## src/rtl/vga_fb_scan_reader.sv

```systemverilog
// Read side of the VGA framebuffer: 640x480@60 timing from the 50 MHz clock, cell-addressed scan
// of the 80x60 x 8-bit framebuffer through its synchronous read port, RGB 3:3:2 plus HS/VS.
module vga_fb_scan_reader #(
  parameter int H_VIS      = 640,
  parameter int H_FP       = 16,
  parameter int H_SYNC     = 96,
  parameter int H_BP       = 48,
  parameter int V_VIS      = 480,
  parameter int V_FP       = 10,
  parameter int V_SYNC     = 2,
  parameter int V_BP       = 33,
  parameter int CELL_SHIFT = 3
) (
  input  logic        CLK,
  input  logic        RESET_N,
  output logic [12:0] RA,
  input  logic [7:0]  RD,
  output logic [2:0]  ROUT,
  output logic [2:0]  GOUT,
  output logic [1:0]  BOUT,
  output logic        HS,
  output logic        VS,
  output logic        FRAME_START
);

  localparam int H_TOTAL = H_VIS + H_FP + H_SYNC + H_BP;
  localparam int V_TOTAL = V_VIS + V_FP + V_SYNC + V_BP;

  localparam logic [9:0] H_LAST = 10'(H_TOTAL - 1);
  localparam logic [9:0] V_LAST = 10'(V_TOTAL - 1);
  localparam logic [9:0] H_ACT  = 10'(H_VIS);
  localparam logic [9:0] V_ACT  = 10'(V_VIS);
  localparam logic [9:0] HS_BEG = 10'(H_VIS + H_FP);
  localparam logic [9:0] HS_END = 10'(H_VIS + H_FP + H_SYNC);
  localparam logic [9:0] VS_BEG = 10'(V_VIS + V_FP);
  localparam logic [9:0] VS_END = 10'(V_VIS + V_FP + V_SYNC);

  logic        phase;
  logic        tick;
  logic [9:0]  hcnt, vcnt;
  logic [9:0]  h_next, v_next;
  logic        h_wrap, v_wrap;
  logic        active_now, active_next;
  logic [12:0] ra_next;

  assign tick = phase;

  // NOTE: every signal driven here gets a value on every path (v_next has its default first),
  // so this stays pure combinational logic with no inferred latch.
  always_comb begin
    h_wrap      = (hcnt == H_LAST);
    v_wrap      = (vcnt == V_LAST);
    h_next      = h_wrap ? '0 : hcnt + 10'd1;
    v_next      = vcnt;
    if (h_wrap) begin
      v_next = v_wrap ? '0 : vcnt + 10'd1;
    end
    active_now  = (hcnt < H_ACT) && (vcnt < V_ACT);
    active_next = (h_next < H_ACT) && (v_next < V_ACT);
    // Blanking addresses park at cell 0 so the RAM never sees an out-of-range X/Y.
    ra_next     = active_next ? {6'(v_next >> CELL_SHIFT), 7'(h_next >> CELL_SHIFT)} : '0;
  end

  // NOTE: all sequential state uses non-blocking assignments so each register samples the
  // pre-edge values of the others regardless of statement order.
  always_ff @(posedge CLK or negedge RESET_N) begin
    if (!RESET_N) begin
      phase       <= 1'b0;
      hcnt        <= '0;
      vcnt        <= '0;
      RA          <= '0;
      ROUT        <= '0;
      GOUT        <= '0;
      BOUT        <= '0;
      HS          <= 1'b1;
      VS          <= 1'b1;
      FRAME_START <= 1'b0;
    end else begin
      phase       <= ~phase;
      FRAME_START <= 1'b0;
      if (tick) begin
        hcnt        <= h_next;
        vcnt        <= v_next;
        RA          <= ra_next;
        FRAME_START <= h_wrap && v_wrap;
        // The position being replaced is the one-tick-delayed pixel whose RAM data sits on RD,
        // so colour and both syncs are derived from it and stay aligned.
        ROUT        <= active_now ? RD[7:5] : '0;
        GOUT        <= active_now ? RD[4:2] : '0;
        BOUT        <= active_now ? RD[1:0] : '0;
        HS          <= !((hcnt >= HS_BEG) && (hcnt < HS_END));
        VS          <= !((vcnt >= VS_BEG) && (vcnt < VS_END));
      end
    end
  end

endmodule

```

## config.mk

```make
export PLATFORM = sky130hd
export DESIGN_NAME = vga_fb_scan_reader
export DESIGN_NICKNAME = d
export VERILOG_FILES = /design/src/rtl/vga_fb_scan_reader.sv
export SDC_FILE = /design/constraint.sdc
export NUM_CORES = 1
export LEC_CHECK = 0
export BUFFER_PORTS_ARGS = -buffer_cell sky130_fd_sc_hd__buf_2
export CORE_MARGIN = 2
export CORE_UTILIZATION = 56
export CTS_CLUSTER_SIZE = 10
export DETAILED_ROUTE_END_ITERATION = 10
export PLACE_DENSITY = 0.79
export SLEW_MARGIN = 40
export SYNTH_ARGS = -nofsm -noshare
export SYNTH_HDL_FRONTEND = slang
export SYNTH_SLANG_ARGS = --single-unit
```

## constraint.sdc

```tcl
create_clock -name CLK -period 2.75 [get_ports CLK]
set_input_delay 0.825 -clock CLK [delete_from_list [all_inputs] [get_ports CLK]]
set_output_delay 0.825 -clock CLK [all_outputs]
set_load 0.01 [all_outputs]
```

==> results.yml <==
status:
  outcome: "completed"
clock_tree:
  cts_resized: 0
  cts_buffers: 5
  cts.sinks: 45
  post_cts_buffers: 0
  cts_root_buf: "clkbuf_8"
  ctsHoldBuffers: 0
  clk_latency_ps: 300
  cts_buffer_depth: 2
  cts_max_level: 2
  clk_pin_slew_ps: 80
  cts_tree: "built"
final_layout:
  final_nets: 272
  finalNonFillerCells: 309
  final_util: 0.652
  drive_above_1_share: 0.208
  diodes: 0
  final_common_cell: "dfrtp_1"
  final.fill_count: 294
  mostFrequentLayoutCells: "43 x dfrtp_1, 33 x buf_2, 29 x nand2_1"
  multi_input_area_mm2: 0.00101
  area_growth_syn_to_layout_pct: 14.2
  final-seq-area_mm2: 0.00113
  fin_area_mm2: 0.00257
sta:
  fmax_mhz: 400
  finalCritPeriodShare: 0.908
  maxSlewHeadroom: 0.629
  finClkSkew_ps: 7.95
  fin_ws_ps: 253
  worst_pin_slew_ps: 556
  finalCriticalPeriod_ps: 2500
  finalSetupViolCount: 0
  rsz0062_at_grt: "false"
  timing.hold.ws_ps: 480
  finalHoldViolCount: 0
  tns_ps: 0
  drv_slew: 0
critical_path:
  critPathKind: "flop to flop"
  crit_fanout: 13
  endpoint_kind: "flop"
  reg2reg_from: "hcnt[5]"
  critPathArrivalTime_ps: 2660
  crit_start: "hcnt[5]"
  startpoint_type: "flop"
  worstPathRequired_ps: 2910
grt:
  busiest_layer: "met2"
  grt_pass1_wl_mm: 7.98
  antenna_found_initial: 0
  grt_pass1_vias: 1641
  grt_max_degree: 46
  met2_usage: 0.376
  grt_remaining_overflow: 0
  grt_util_met1: 0.318
  grt_use_total: 0.237
  gr-usage-met3: 0.0550
detailed_routing:
  via_per_inst: 5.77
  drt-initial-drc-count: 141
  drt-total-wl_mm: 4.68
  wire_per_inst_um: 15.2
  final_antenna_net_count: 0
  num_vias: 1784
  drt_first_pass_iters: 4
  drc: 0
synthesis:
  synth_nets: 242
  synth_compound_area_frac: 0.157
  ys_seq_area_frac: 0.502
  yosys.area_share.simple: 0.201
  synth.cell_area_mm2: 0.00225
  ys_ff_latch: 45
  synthAdderAreaFrac: 0.0222
  synth_warnings: 0
  synth_cells: 228
  syn_area_per_cell_um2: 9.87
  synth_xor_area_frac: 0.0662
  synth_top_family_by_area: "simple AND/OR/NAND/NOR gates"
  yosysUniqueCellTypes: 40
  synthMuxAreaShare: 0.00445
power:
  p_leak_nw: 1.19
  ir_drop_mv: 0.340
  powerDensity_mw_per_mm2: 476
  total_power_mw: 1.22
floorplanning:
  coreArea_mm2: 0.00394
  die_y_um: 67.4
  rows: 23
  initial_core_util: 0.571
  ios: 34
  chipWidth_um: 67.4
  die_area_mm2: 0.00454
placement:
  io_buffers: 33
  gp_congestion: 0.843
  dp_hpwl_mm: 3.26
  pre_cts_slack_ps: 321
  dp.cells: 301
  placed_area_mm2: 0.00245
job:
  maxCapViolations: 0
worst_hold_path:
  worstHoldPathType: "flop to flop"
  holdCritStartpoint: "RA[5]"
-- routing by layer --
layer	vias up	wire (µm)
met3	8	234
li1	869	-
met1	859	2120
met5	-	0
met4	0	83
met2	48	2250
-- registers in the layout, summed over array words and instances, names as in the netlist --
name and flops:
VS 1, HS 1, hcnt 10, RA 13, BOUT 2, FRAME_START 1, vcnt 10, GOUT 3
phase 1, ROUT 3
-- worst max-delay path: stages, from the launching register on --
cell	delay, ps
dfrtp_1	450
or4b_4	610
nor4_4	420
xor2_1	260
nand3_1	130
o221ai_2	160
buf_4	220
o32ai_1	110
-- final cells by class --
class / instances / area share
clock buffers: 6 / 0.0321
flip-flops and latches: 45 / 0.439
clock inverters: 2 / 0.0146
repair buffers: 39 / 0.0818
well taps: 50 / 0.0243
multi-input cells: 158 / 0.395
inverters: 9 / 0.0131
-- cells in the mapped netlist, drive strengths merged --
| library cell | count | area [µm²] |
|---|---|---|
| a31oi | 2 | 12.5 |
| o21ai | 13 | 65.1 |
| inv | 8 | 30.0 |
| buf | 4 | 27.5 |
| nand3 | 11 | 55.1 |
| and3 | 4 | 25.0 |
| a311o | 1 | 10.0 |
| xnor2 | 11 | 96.3 |
| a22o | 8 | 70.1 |
| or3 | 1 | 6.26 |
| o31ai | 5 | 37.5 |
| clkbuf | 12 | 45.0 |
| nor3 | 6 | 35.0 |
| nor4 | 4 | 46.3 |
| dfrtp | 43 | 1080 |
| and4 | 2 | 17.5 |
| o221ai | 1 | 15.0 |
| or4b | 1 | 13.8 |
| clkinv | 1 | 3.75 |
| xor2 | 6 | 52.6 |
| mux2i | 1 | 10.0 |
| o2bb2ai | 9 | 78.8 |
| a21oi | 8 | 40.0 |
| nand2 | 29 | 109 |
| nand4 | 9 | 56.3 |
| a22oi | 1 | 7.51 |
| nor3b | 2 | 15.0 |
| and2 | 2 | 12.5 |
| nor4b | 1 | 8.76 |
| nor2 | 14 | 52.6 |
| ha | 4 | 50.1 |
| o32ai | 1 | 8.76 |
| a21o | 1 | 7.51 |
| dfstp | 2 | 52.6 |
-- where the power goes --
| group | internal [mW] | switching [mW] | total (mW) |
|---|---|---|---|
| clock | 0.295 | 0.225 | 0.521 |
| combinational | 0.0134 | 0.0201 | 0.0336 |
| sequential | 0.667 | 0.00310 | 0.670 |
-- cells by family (layout without fill, tap and decap cells) --
family / count (synthesis) / in the layout
simple gates: 86 / 86
compound gates: 50 / 50
flops: 45 / 45
buf+inv: 25 / 56
xor+xnor: 17 / 17
fa+ha+maj: 4 / 4
mux: 1 / 1
-- final timing paths --
check | endpoint | cells past startpoint | slack, ps
max | RA[6] | 7 | 250
min | RA[5] | 2 | 480
max reg2reg | RA[6] | 7 | 250
min reg2reg | RA[5] | 2 | 480
max in group asynchronous | HS | 2 | 1780
min in group asynchronous | vcnt[5] | 2 | 600
No activity file was read; power rests on OpenSTA's default activity.
